$ cat config.mk
export PLATFORM = sky130hd
export DESIGN_NAME = tpu_host_if
export DESIGN_NICKNAME = d
export VERILOG_FILES = /design/src/rtl/tpu_host_if.sv
export SDC_FILE = /design/constraint.sdc
export NUM_CORES = 1
export LEC_CHECK = 0
export CELL_PAD_IN_SITES_DETAIL_PLACEMENT = 1
export CELL_PAD_IN_SITES_GLOBAL_PLACEMENT = 1
export CORE_UTILIZATION = 32
export CTS_CLUSTER_DIAMETER = 200
export DETAILED_ROUTE_END_ITERATION = 6
export MAX_ROUTING_LAYER = met4
export PLACE_DENSITY = 0.95
export SLEW_MARGIN = 5
export SYNTH_ARGS = -nofsm -noshare
export SYNTH_HDL_FRONTEND = slang
export SYNTH_SLANG_ARGS = --single-unit
$ cat constraint.sdc
create_clock -name clk -period 4.4 [get_ports clk]
set_input_delay 0.88 -clock clk [delete_from_list [all_inputs] [get_ports clk]]
set_output_delay 0.88 -clock clk [all_outputs]
set_load 0.1 [all_outputs]
$ cat src/rtl/tpu_host_if.sv
// Host front end of the TPU: instruction decode, load steering into the
// weight loader or unified buffer, and MMU launch/completion tracking.
module tpu_host_if #(
    parameter int N  = 4,
    parameter int DW = 8,
    parameter int AW = 12
) (
    input  logic                 clk,
    input  logic                 reset_n,
    input  logic                 host_instruction_valid,
    input  logic [31:0]          host_instruction,
    output logic                 host_instruction_ready,
    input  logic [DW-1:0]        host_write_data,
    input  logic                 host_wdata_valid,
    input  logic [AW-1:0]        host_write_address,
    output logic                 weight_wr_en,
    output logic [DW-1:0]        weight_wr_data,
    output logic [$clog2(N)-1:0] weight_wr_row,
    output logic [$clog2(N)-1:0] weight_wr_col,
    output logic                 ub_wr_en,
    output logic [AW-1:0]        ub_wr_addr,
    output logic [DW-1:0]        ub_wr_data,
    output logic                 mmu_start,
    input  logic                 mmu_done,
    output logic                 mmu_busy,
    output logic                 protocol_err
);

    localparam int RW = $clog2(N);
    localparam int CW = 2 * RW;

    typedef enum logic [2:0] {
        OP_NOP                = 3'd0,
        OP_READ_HOST_MEMORY   = 3'd1,
        OP_READ_WEIGHTS       = 3'd2,
        OP_MATRIX_MULTIPLY    = 3'd3
    } tpu_instruction_e;

    typedef enum logic [1:0] {
        S_IDLE    = 2'd0,
        S_LOAD_W  = 2'd1,
        S_LOAD_UB = 2'd2,
        S_RUN     = 2'd3
    } state_e;

    state_e          state_q, state_d;
    logic [CW-1:0]   wcnt_q, wcnt_d;
    logic            wen_q, wen_d;
    logic [DW-1:0]   wdata_q, wdata_d;
    logic [RW-1:0]   row_q, row_d;
    logic [RW-1:0]   col_q, col_d;
    logic            uen_q, uen_d;
    logic [AW-1:0]   uaddr_q, uaddr_d;
    logic [DW-1:0]   udata_q, udata_d;
    logic            start_q, start_d;
    logic            perr_q, perr_d;

    logic            accept;
    logic            last_word;
    logic [2:0]      opcode;
    logic            unused_imm;

    assign opcode     = host_instruction[31:29];
    assign unused_imm = ^host_instruction[28:1];
    assign accept     = host_instruction_valid && (state_q == S_IDLE);
    assign last_word  = (wcnt_q == {CW{1'b1}});

    always_comb begin
        state_d = state_q;
        wcnt_d  = wcnt_q;
        wen_d   = 1'b0;
        wdata_d = wdata_q;
        row_d   = row_q;
        col_d   = col_q;
        uen_d   = 1'b0;
        uaddr_d = uaddr_q;
        udata_d = udata_q;
        start_d = 1'b0;
        perr_d  = perr_q;

        case (state_q)
            S_IDLE: begin
                if (accept) begin
                    case (opcode)
                        OP_NOP: begin
                            if (host_instruction[0]) perr_d = 1'b0;
                        end
                        OP_READ_HOST_MEMORY: begin
                            state_d = S_LOAD_UB;
                            wcnt_d  = '0;
                        end
                        OP_READ_WEIGHTS: begin
                            state_d = S_LOAD_W;
                            wcnt_d  = '0;
                        end
                        OP_MATRIX_MULTIPLY: begin
                            state_d = S_RUN;
                            start_d = 1'b1;
                        end
                        default: perr_d = 1'b1;
                    endcase
                end
                // stray data outranks a same-cycle NOP clear
                if (host_wdata_valid) perr_d = 1'b1;
            end
            S_LOAD_W: begin
                if (host_wdata_valid) begin
                    wen_d   = 1'b1;
                    wdata_d = host_write_data;
                    row_d   = wcnt_q[CW-1:RW];
                    col_d   = wcnt_q[RW-1:0];
                    wcnt_d  = wcnt_q + CW'(1);
                    if (last_word) state_d = S_IDLE;
                end
            end
            S_LOAD_UB: begin
                if (host_wdata_valid) begin
                    uen_d   = 1'b1;
                    uaddr_d = host_write_address;
                    udata_d = host_write_data;
                    wcnt_d  = wcnt_q + CW'(1);
                    if (last_word) state_d = S_IDLE;
                end
            end
            S_RUN: begin
                if (host_wdata_valid) perr_d = 1'b1;
                // done is not trusted while the start pulse is still out
                if (mmu_done && !start_q) state_d = S_IDLE;
            end
            default: state_d = S_IDLE;
        endcase
    end

    always_ff @(posedge clk or negedge reset_n) begin
        if (!reset_n) begin
            state_q <= S_IDLE;
            wcnt_q  <= '0;
            wen_q   <= 1'b0;
            wdata_q <= '0;
            row_q   <= '0;
            col_q   <= '0;
            uen_q   <= 1'b0;
            uaddr_q <= '0;
            udata_q <= '0;
            start_q <= 1'b0;
            perr_q  <= 1'b0;
        end else begin
            state_q <= state_d;
            wcnt_q  <= wcnt_d;
            wen_q   <= wen_d;
            wdata_q <= wdata_d;
            row_q   <= row_d;
            col_q   <= col_d;
            uen_q   <= uen_d;
            uaddr_q <= uaddr_d;
            udata_q <= udata_d;
            start_q <= start_d;
            perr_q  <= perr_d;
        end
    end

    assign host_instruction_ready = (state_q == S_IDLE);
    assign mmu_busy               = (state_q == S_RUN);
    assign weight_wr_en           = wen_q;
    assign weight_wr_data         = wdata_q;
    assign weight_wr_row          = row_q;
    assign weight_wr_col          = col_q;
    assign ub_wr_en               = uen_q;
    assign ub_wr_addr             = uaddr_q;
    assign ub_wr_data             = udata_q;
    assign mmu_start              = start_q;
    assign protocol_err           = perr_q;

endmodule

Word level (Yosys, flattened, before mapping)
Index checks and enable logic that the tools add are counted.
- register bits after elaboration: 42
- bits of input ports: 57
- output and inout port bits: 38
- logic and storage cells: 66
- $add $sub $neg: 1
- eq/ne operators: 17
- muxes and demuxes: 22
- reduce and logical (&&, ||, !) cells: 15
- operators with widths (kind ; number):
    $mux W4 ; 3
    $pmux W2 S3 ; 2
    $mux W1 ; 10
    $reduce_and A5 Y1 ; 2
    $mux W2 ; 4
    $ne A2 B1 Y1 const B ; 4
    $pmux W4 S2 ; 1
    $eq A3 B2 Y1 const B ; 2
    $add A4 B1 Y4 const B ; 1
    $eq A2 B2 Y1 const B ; 2
    $eq A4 B4 Y1 const B ; 1
    $ne A2 B2 Y1 const B ; 2
    $ne A4 B1 Y1 const B ; 1
    $ne A4 B4 Y1 const B ; 1
    $pmux W1 S2 ; 2
    $reduce_and A2 Y1 ; 2
    $reduce_and A4 Y1 ; 1
    $reduce_bool A2 Y1 ; 2
    $reduce_or A2 Y1 ; 2
    $eq A3 B1 Y1 const B ; 1
    $logic_not A3 Y1 ; 1
    $ne A3 B1 Y1 const B ; 1
    $ne A3 B2 Y1 const B ; 1
    $reduce_or A3 Y1 ; 1
    other kinds (4) ; 5

Logic depth before layout (Yosys ltp)
Gate-level depths: netlist of the first run.
- word-level depth: 6
- depth in mapped cells: 6
- depth with buffers taken out: 6

Worst setup path after synthesis of the first run
OpenSTA, ideal clock, no wires.
- path kind: reg2reg
- from: register state_q[0]
- to: register perr_q, in the netlist protocol_err
- library setup time: 0.126 ns
- arrival time: 2.308 ns
- required time: 4.274 ns
- path slack: 1.965 ns
- stages on the path, launching flop included: 7
- path buffers: 0
- clock period less this slack: 2.435 ns
- path through: dfrtp_1 inv_1 ha_1 inv_1 a2111oi_4 nor3b_1 mux2_4
- longest elaborated chain between the ends: 4
- elaborated cells on any way between the ends: 10
- classes of those cells: eq/ne: 5; mux: 1; reduce/logical: 4
- RTL lines (item ; line ; RTL):
    start, declared ; 46 ; state_e state_q, state_d;
    start signal, assigned ; 148 ; state_q <= state_d;
    $logic_not A2 Y1 (*) ; - ;
    via host_instruction_ready ; 12 ; output logic host_instruction_ready,
    $logic_and A1 B1 Y1 ; 65 ; assign accept = host_instruction_valid && (state_q == S_IDLE);
    $ne A3 B1 Y1 (no source line) ; - ;
    $reduce_and A5 Y1 (no source line) ; - ;
    end signal, assigned ; 158 ; perr_q <= perr_d;
    end, declared ; 56 ; logic perr_q, perr_d;
The timed path passes the listed nets; every way through them passes the cells marked *.
A chain may end at the register's enable or synchronous reset.

Final worst setup path of the first run
- from: register state_q[0]
- to: output port host_instruction_ready
- longest elaborated chain between the ends: 1
- RTL lines (item ; line ; RTL):
    $logic_not A2 Y1 ; 162 ; assign host_instruction_ready = (state_q == S_IDLE);
    end, declared ; 12 ;
No other way between the ends.

==> flow_summary.yaml, run 1 <==
setup_path:
  cp_slowest_cell: "clkdlybuf4s50_1"
  cp.arrival_ns: 2.34
  critPathLaunch: "state_q[0]$_DFFE_PN0P_"
  path_max_fanout: 7
  worstSetupPathType: "flip-flop to output pin"
  crit_chain: "inv_1 -> ha_1 -> clkdlybuf4s50_1"
  critical_path_required_ns: 3.52
  timing.rr.start: "state_q[0]$_DFFE_PN0P_"
  critPathLaunchType: "flip-flop"
  worst_setup_path_end_kind: "output pin"
  cpPeakStageDelay_ns: 1.18
die:
  ios: 95
  fp.dieArea_mm2: 0.00620
  rows: 27
  start_util_pct: 33.6
  die_h_um: 78.8
  die_w_um: 78.8
  coreArea_mm2: 0.00561
sta:
  worst_slack_ns: 1.18
  rsz0062_at_grt: "no"
  fin_crit_sh_pct: 73.1
  finalHoldViolCount: 0
  fin_crit_ns: 3.22
  setup_viol: 0
  worstMarginPinSlew_ns: 1.00
  drv_slew: 0
  fmax_mhz: 311
  fin_skew_ns: 0.00625
  tns_ns: 0
  slew_headroom_pct: 33.2
detailed_routing:
  dr.first_iter.drc_count: 30
  wl_mm: 4.28
  via_per_inst: 4.80
  ant_nets: 0
  first_pass_iters: 4
  avgRoutedWirePerCell_um: 15.1
  vias: 1358
  drc: 0
final_layout:
  nets: 273
  areaGrowthSynthToFinish_pct: 44.3
  regArea_mm2: 0.00105
  nFillCells: 612
  final_common_cell: "clkdlybuf4s50_1"
  antenna_cells: 0
  multiInputGateArea_um2: 756
  final_cell_mix: "clkdlybuf4s50_1 (65), dfrtp_1 (42), mux2_2 (30), nand2_1 (10), inv_1 (8)"
  drive_above_1_share_pct: 21.3
yosys:
  synth_nets: 205
  synth_edf_count: 0
  async_reset_ff_share_pct: 100
  yosys_most_used_dff: "dfrtp_1"
  synth.distinct_cells: 35
  syn_inst: 142
  ys_seq_area_share_pct: 55.7
  yosysWarnings: 0
  ys_seq_elements: 42
  syn_area_per_cell_um2: 13.3
  syn_area_mm2: 0.00189
clock_network:
  h-tree-depth: 2
  cts-buffers-inserted: 5
  path_clk_slew_ns: 0.08
  cts_num_sinks: 42
  cts_buffer_depth: 2
  cts-root-buf: "clkbuf_8"
  cts_tree: "built"
  cts_hold_repair.buffers: 0
  clock_latency_ns: 0.30
  cts_setup_buffers: 0
  ctsResizeCount: 0
worst_hold_path:
  min_from: "weight_wr_col[1]$_DFFE_PN0P_"
  hold_path.class: "flip-flop to flip-flop"
global_route:
  grt_pass1_vias: 1484
  antenna_found_initial: 0
  grt_first_pass_wirelength_mm: 6.96
  gr-total-overflow: 0
  grt_max_degree: 43
  grtUsageTotal_pct: 15.3
placed_design:
  port-buffer-count: 66
  place_ws_ns: 1.35
  hpwlAfterDp_mm: 3.16
  gp_congestion: 0.781
flow_run:
  drv_cap: 0
run_status:
  status: "complete, no violations"
[cells in the mapped netlist (2+ instances only)]
library cell,number,area (µm²)
nand2_1,10,37.5
o22ai_1,2,12.5
o21ai_0,5,25.0
inv_1,8,30.0
dfrtp_1,42,1050
o31ai_1,2,15.0
nand4_1,2,12.5
nor2_1,4,15.0
ha_1,6,75.1
mux2_2,30,338
buf_6,4,45.0
nand3_1,4,20.0
[critical path: cells and delay by family (launching register included)]
family | cells | cell delay (ns)
buffers and inverters | 2 | 1.32
DFF | 1 | 0.40
adders and majority gates | 1 | 0.32
[flip-flops by register name (all words and copies together) (netlist names)]
register	flops
weight_wr_col	2
weight_wr_en	1
weight_wr_row	2
ub_wr_data	8
weight_wr_data	8
protocol_err	1
wcnt_q	4
ub_wr_en	1
mmu_start	1
ub_wr_addr	12
state_q	2
[metrics by stage]
stage | cells | utilization (%) | hold WS [ns] | area (µm²)
global route | 283 | 48.5 | 0.528 | 2720
floorplan | 142 | - | 0.490 | 1890
finish | 283 | 48.5 | 0.497 | 2720
CTS | 283 | 48.5 | 0.503 | 2720
detailed placement | 275 | 46.1 | 0.484 | 2580
global placement | 275 | 46.1 | 0.465 | 2580
[final timing paths]
check | to | slack, ns | cells after the start
setup / recovery | host_instruction_ready | 1.18 | 3
hold / removal | weight_wr_col[1]$_DFFE_PN0P_ | 0.50 | 2
setup reg to reg | ub_wr_addr[10]$_DFFE_PN0P_ | 2.51 | 4
hold reg to reg | weight_wr_col[1]$_DFFE_PN0P_ | 0.50 | 2
max in group asynchronous | weight_wr_data[5]$_DFFE_PN0P_ | 3.11 | 1
min in group asynchronous | mmu_start$_DFF_PN0_ | 0.72 | 1
[cells by family (layout without fill, tap and decap cells)]
logic type	after synthesis	after routing	share of synthesized area, %
xor+xnor	1	1	0.465
fa+ha+maj	6	6	3.98
buf+inv	13	82	4.18
flops	42	42	55.7
mux	32	32	19.2
simple gates	28	28	7.30
compound gates	20	20	9.09
[metal layers]
| metal | wire length, µm | vias up | global-route usage, % |
|---|---|---|---|
| met5 | 0 | - | - |
| met1 | 1760 | 670 | 16.8 |
| met3 | 193 | 10 | 4.02 |
| met4 | 110 | 0 | 7.41 |
| met2 | 2220 | 45 | 25.7 |
| li1 | - | 633 | - |
[cell type report]
class,count,area share [%]
clock buffer,5,2.53
clock inverter,3,2.53
inverter,8,1.10
multi-input combinational,87,27.8
sequential,42,38.6
tap,72,3.31
timing repair buffer,66,24.1
Power of run 1 is not shown: default switching activity piles up to over one toggle a cycle in this logic, so the estimate is an artifact.
==> inputs of run 2 (changes only) <==
--- a/config.mk
+++ b/config.mk
@@ -7,11 +7,11 @@
 export LEC_CHECK = 0
 export CELL_PAD_IN_SITES_DETAIL_PLACEMENT = 1
 export CELL_PAD_IN_SITES_GLOBAL_PLACEMENT = 1
-export CORE_UTILIZATION = 32
+export CORE_UTILIZATION = 30
 export CTS_CLUSTER_DIAMETER = 200
 export DETAILED_ROUTE_END_ITERATION = 6
 export MAX_ROUTING_LAYER = met4
-export PLACE_DENSITY = 0.95
+export PLACE_DENSITY = 0.91
 export SLEW_MARGIN = 5
 export SYNTH_ARGS = -nofsm -noshare
 export SYNTH_HDL_FRONTEND = slang
==> constraint.sdc (replaced) <==
create_clock -name clk -period 3.17 [get_ports clk]
set_input_delay 0.634 -clock clk [delete_from_list [all_inputs] [get_ports clk]]
set_output_delay 0.634 -clock clk [all_outputs]
set_load 0.1 [all_outputs]
==> flow_summary.yaml, run 2 (synthesis gave the netlist of run 1 again) <==
global_route:
  antenna_found_initial: 0
  grt_pass1_vias: 1403
  grt_first_pass_wirelength_mm: 7.03
  grtUsageTotal_pct: 14.6
  gr-total-overflow: 0
  grt_max_degree: 43
setup_path:
  critPathLaunchType: "flip-flop"
  worstSetupPathType: "flip-flop to output pin"
  r2r_cells: 6
  worst_setup_path_end_kind: "output pin"
  cp_slowest_cell: "dfrtp_1"
  cp.arrival_ns: 1.50
  cpPeakStageDelay_ns: 0.40
  critical_path_required_ns: 2.54
  path_max_fanout: 7
  crit_chain: "inv_1 -> ha_1 -> buf_4"
die:
  ios: 95
  fp.dieArea_mm2: 0.00661
  die_h_um: 81.3
  rows: 28
  die_w_um: 81.3
  start_util_pct: 31.5
  coreArea_mm2: 0.00599
clock_network:
  cts_num_sinks: 42
  cts-buffers-inserted: 5
  cts_setup_buffers: 0
  cts_hold_repair.buffers: 0
  ctsResizeCount: 0
  cts_buffer_depth: 2
  cts_tree: "built"
  path_clk_slew_ns: 0.08
  h-tree-depth: 2
  clock_latency_ns: 0.28
  cts-root-buf: "clkbuf_8"
final_layout:
  areaGrowthSynthToFinish_pct: 38.0
  final_common_cell: "dfrtp_1"
  drive_above_1_share_pct: 39.9
  nets: 275
  antenna_cells: 0
  final_cell_mix: "dfrtp_1 (42), buf_4 (40), mux2_2 (30), clkdlybuf4s50_1 (27), nand2_1 (10)"
  largest_reg_flops: 12
sta:
  fin_skew_ns: 0.00313
  fin_crit_sh_pct: 67.3
  tns_ns: 0
  setup_viol: 0
  fin_crit_ns: 2.13
  fmax_mhz: 469
  worstMarginPinSlew_ns: 0.928
  slew_headroom_pct: 38.1
  rsz0062_at_grt: "no"
  drv_slew: 0
  finalHoldViolCount: 0
placed_design:
  gp_congestion: 0.771
  port-buffer-count: 66
  hpwlAfterDp_mm: 3.32
run_status:
  status: "complete, no violations"
flow_run:
  drv_cap: 0
detailed_routing:
  avgRoutedWirePerCell_um: 14.9
  dr.first_iter.drc_count: 22
  ant_nets: 0
  wl_mm: 4.28
  via_per_inst: 4.80
  first_pass_iters: 3
  vias: 1381
  drc: 0
worst_hold_path:
  hold_path.class: "input port to asynchronous set/reset pin"
==> run 2: cell types whose count changed in the layout (fill, tap and decap cells not counted), sizes merged <==
cell | before | now
buf | 1 | 41
bufinv | 2 | 0
clkbuf | 5 | 6
clkdlybuf4s50 | 65 | 27
clkinvlp | 0 | 1
==> run 2: final timing paths <==
kind | from | end | slack [ns]
worst max-delay path | state_q[0]$_DFFE_PN0P_ | host_instruction_ready | 1.04
worst max register to register | state_q[0]$_DFFE_PN0P_ | protocol_err$_DFFE_PN0P_ | 1.32
worst min-delay path | reset_n | ub_wr_addr[11]$_DFFE_PN0P_ | 0.49
min in group clk | weight_wr_col[0]$_DFFE_PN0P_ | weight_wr_col[0]$_DFFE_PN0P_ | 0.49
worst min register to register | weight_wr_col[0]$_DFFE_PN0P_ | weight_wr_col[0]$_DFFE_PN0P_ | 0.49
max in group asynchronous | reset_n | ub_wr_addr[9]$_DFFE_PN0P_ | 2.11
==> run 2: final cells by class <==
cell class / count / area [µm²]
Clock buffer: 6 / 82.6
Multi-Input combinational cell: 87 / 756
Inverter: 8 / 30.0
Sequential cell: 42 / 1050
Clock inverter: 2 / 12.5
Tap cell: 75 / 93.8
Fill cell: 668 / 3390
Timing Repair Buffer: 68 / 576
==> run 2: metal layers <==
layer  wire length (µm)  global-route usage, %
met3                267                   3.48
met5                  0                      -
met4                 42                   3.75
met2               2120                   24.0
met1               1850                   17.8
==> run 2: through the flow <==
stage	instance area [µm²]	std cells	hold slack (ns)	setup WS (ns)	utilization [%]
2_1_floorplan	1890	142	0.338	0.735	-
3_3_place_gp	2510	280	0.467	0.777	41.8
3_5_place_dp	2510	280	0.482	0.767	41.8
4_1_cts	2600	288	0.501	1.03	43.4
5_1_grt	2600	288	0.535	0.937	43.4
6_report	2600	288	0.487	1.04	43.4
==> run 2: worst max-delay path: cells and delay by family, from the launching register on <==
family                     cells  cell delay, ns
buffers and inverters          2            0.49
adders and majority gates      1            0.32
DFF                            1            0.40
Power of run 2 is left out for the same reason.
==> inputs of run 3 (changes only) <==
--- a/config.mk
+++ b/config.mk
@@ -7,11 +7,11 @@
 export LEC_CHECK = 0
 export CELL_PAD_IN_SITES_DETAIL_PLACEMENT = 1
 export CELL_PAD_IN_SITES_GLOBAL_PLACEMENT = 1
-export CORE_UTILIZATION = 30
+export CORE_UTILIZATION = 27
 export CTS_CLUSTER_DIAMETER = 200
 export DETAILED_ROUTE_END_ITERATION = 6
 export MAX_ROUTING_LAYER = met4
-export PLACE_DENSITY = 0.91
+export PLACE_DENSITY = 0.87
 export SLEW_MARGIN = 5
 export SYNTH_ARGS = -nofsm -noshare
 export SYNTH_HDL_FRONTEND = slang
==> constraint.sdc (replaced) <==
create_clock -name clk -period 1.9 [get_ports clk]
set_input_delay 0.38 -clock clk [delete_from_list [all_inputs] [get_ports clk]]
set_output_delay 0.38 -clock clk [all_outputs]
set_load 0.1 [all_outputs]
==> flow_summary.yaml, run 3 (synthesis gave the netlist of run 1 again) <==
run_status:
  status: "complete, no violations"
worst_hold_path:
  hold_path.class: "input port to asynchronous set/reset pin"
setup_path:
  r2r_end: "protocol_err$_DFFE_PN0P_"
  worstSetupPathType: "flip-flop to flip-flop"
  r2r_cells: 6
  r2r_slack_ns: 0.09
  path_max_fanout: 7
  critPathLaunchType: "flip-flop"
  cp.arrival_ns: 1.99
  timing.rr.start: "state_q[1]$_DFFE_PN0P_"
  critical_path_required_ns: 2.08
  worst_setup_path_end_kind: "flip-flop"
die:
  fp.dieArea_mm2: 0.00732
  start_util_pct: 27.9
  rows: 30
  ios: 95
  die_w_um: 85.6
  coreArea_mm2: 0.00676
  die_h_um: 85.6
detailed_routing:
  vias: 1389
  avgRoutedWirePerCell_um: 15.0
  highest_layer: "met4"
  drc: 0
  via_per_inst: 4.61
  wl_met2_mm: 2.39
  wl_met3_um: 203
  wl_met1_mm: 1.88
  ant_nets: 0
  first_pass_iters: 4
  wl_mm: 4.50
  dr.first_iter.drc_count: 25
sta:
  fin_crit_sh_pct: 95.3
  fin_skew_ns: 0.00489
  slew_headroom_pct: 67.6
  drv_slew: 0
  rsz0062_at_grt: "no"
  worstMarginPinSlew_ns: 0.487
  finalHoldViolCount: 0
  fin_crit_ns: 1.81
  setup_viol: 0
  fmax_mhz: 552
placed_design:
  gp_congestion: 0.791
  placed_area_mm2: 0.00270
  hpwlAfterDp_mm: 3.47
  port-buffer-count: 66
clock_network:
  cts_tree: "built"
  path_clk_slew_ns: 0.08
  cts_num_sinks: 42
  cts-root-buf: "clkbuf_8"
  h-tree-depth: 2
  ctsResizeCount: 0
  cts_hold_repair.buffers: 0
  cts_buffer_depth: 2
  cts-buffers-inserted: 5
  clock_latency_ns: 0.29
  cts_setup_buffers: 0
global_route:
  grt_max_degree: 24
  grt_first_pass_wirelength_mm: 7.49
  grtUsageTotal_pct: 13.7
  antenna_found_initial: 0
  gr-total-overflow: 0
  grt_pass1_vias: 1527
final_layout:
  nets: 283
  drive_above_1_share_pct: 42.5
  multiInputGateArea_um2: 771
  finalInstanceArea_mm2: 0.00279
  antenna_cells: 0
  final_util_pct: 41.3
  final_cell_mix: "dfrtp_1 (42), buf_4 (39), mux2_2 (30), clkdlybuf4s50_1 (27), nand2_1 (10)"
  nFillCells: 756
  largest_reg_flops: 12
  final_common_cell: "dfrtp_1"
  areaGrowthSynthToFinish_pct: 48.0
  regArea_mm2: 0.00105
flow_run:
  drv_cap: 0
-- run 3: changes by cell type in the layout (fill, tap and decap cells not counted) --
cell        change
buf_12          +9
ha_1            -2
buf_4           -1
clkbuf_1        +1
clkinvlp_4      -1
ha_2            +1
ha_4            +1
-- run 3: worst max-delay path: stages (launching register included) --
cell and delay (ns):
dfrtp_1 0.39, inv_1 0.13, ha_4 0.22, nor2b_1 0.16, o21bai_1 0.11, nor3b_1 0.35, mux2_4 0.33
-- run 3: area by class of cell --
cell class                 instances  share of cell area, %
inverter                           8                   1.08
multi-input combinational         87                   27.6
tap                               80                   3.59
timing repair buffer              76                   26.8
clock buffer                       7                   3.09
sequential                        42                   37.7
clock inverter                     1                  0.179
-- run 3: worst max path at each step --
stage	from	to	slack, ns	cells past startpoint
2_1_floorplan	state_q[0]$_DFFE_PN0P_	protocol_err$_DFFE_PN0P_	0.07	6
3_5_place_dp	host_wdata_valid	wcnt_q[3]$_DFFE_PN0P_	-0.12	6
3_3_place_gp	host_wdata_valid	wcnt_q[3]$_DFFE_PN0P_	-0.08	6
6_report	state_q[1]$_DFFE_PN0P_	protocol_err$_DFFE_PN0P_	0.09	6
5_1_grt	state_q[0]$_DFFE_PN0P_	protocol_err$_DFFE_PN0P_	0.006	6
4_1_cts	state_q[1]$_DFFE_PN0P_	protocol_err$_DFFE_PN0P_	0.06	6
-- run 3: routing by layer --
layer / vias up / GRT usage (%)
met5: - / -
met4: 0 / 5.00
met3: 2 / 3.08
met2: 46 / 23.9
met1: 685 / 15.4
li1: 656 / -
-- run 3: metrics by stage --
step	TNS (ns)	setup slack (ns)	cells	hold slack, ns
5_1_grt	0	0.00593	301	0.0609
6_report	0	0.0898	301	0.0420
3_3_place_gp	-0.438	-0.0789	293	0.372
2_1_floorplan	0	0.0659	142	0.0844
3_5_place_dp	-0.793	-0.121	293	0.375
4_1_cts	0	0.0634	301	0.0557
Power of run 3 is left out for the same reason.
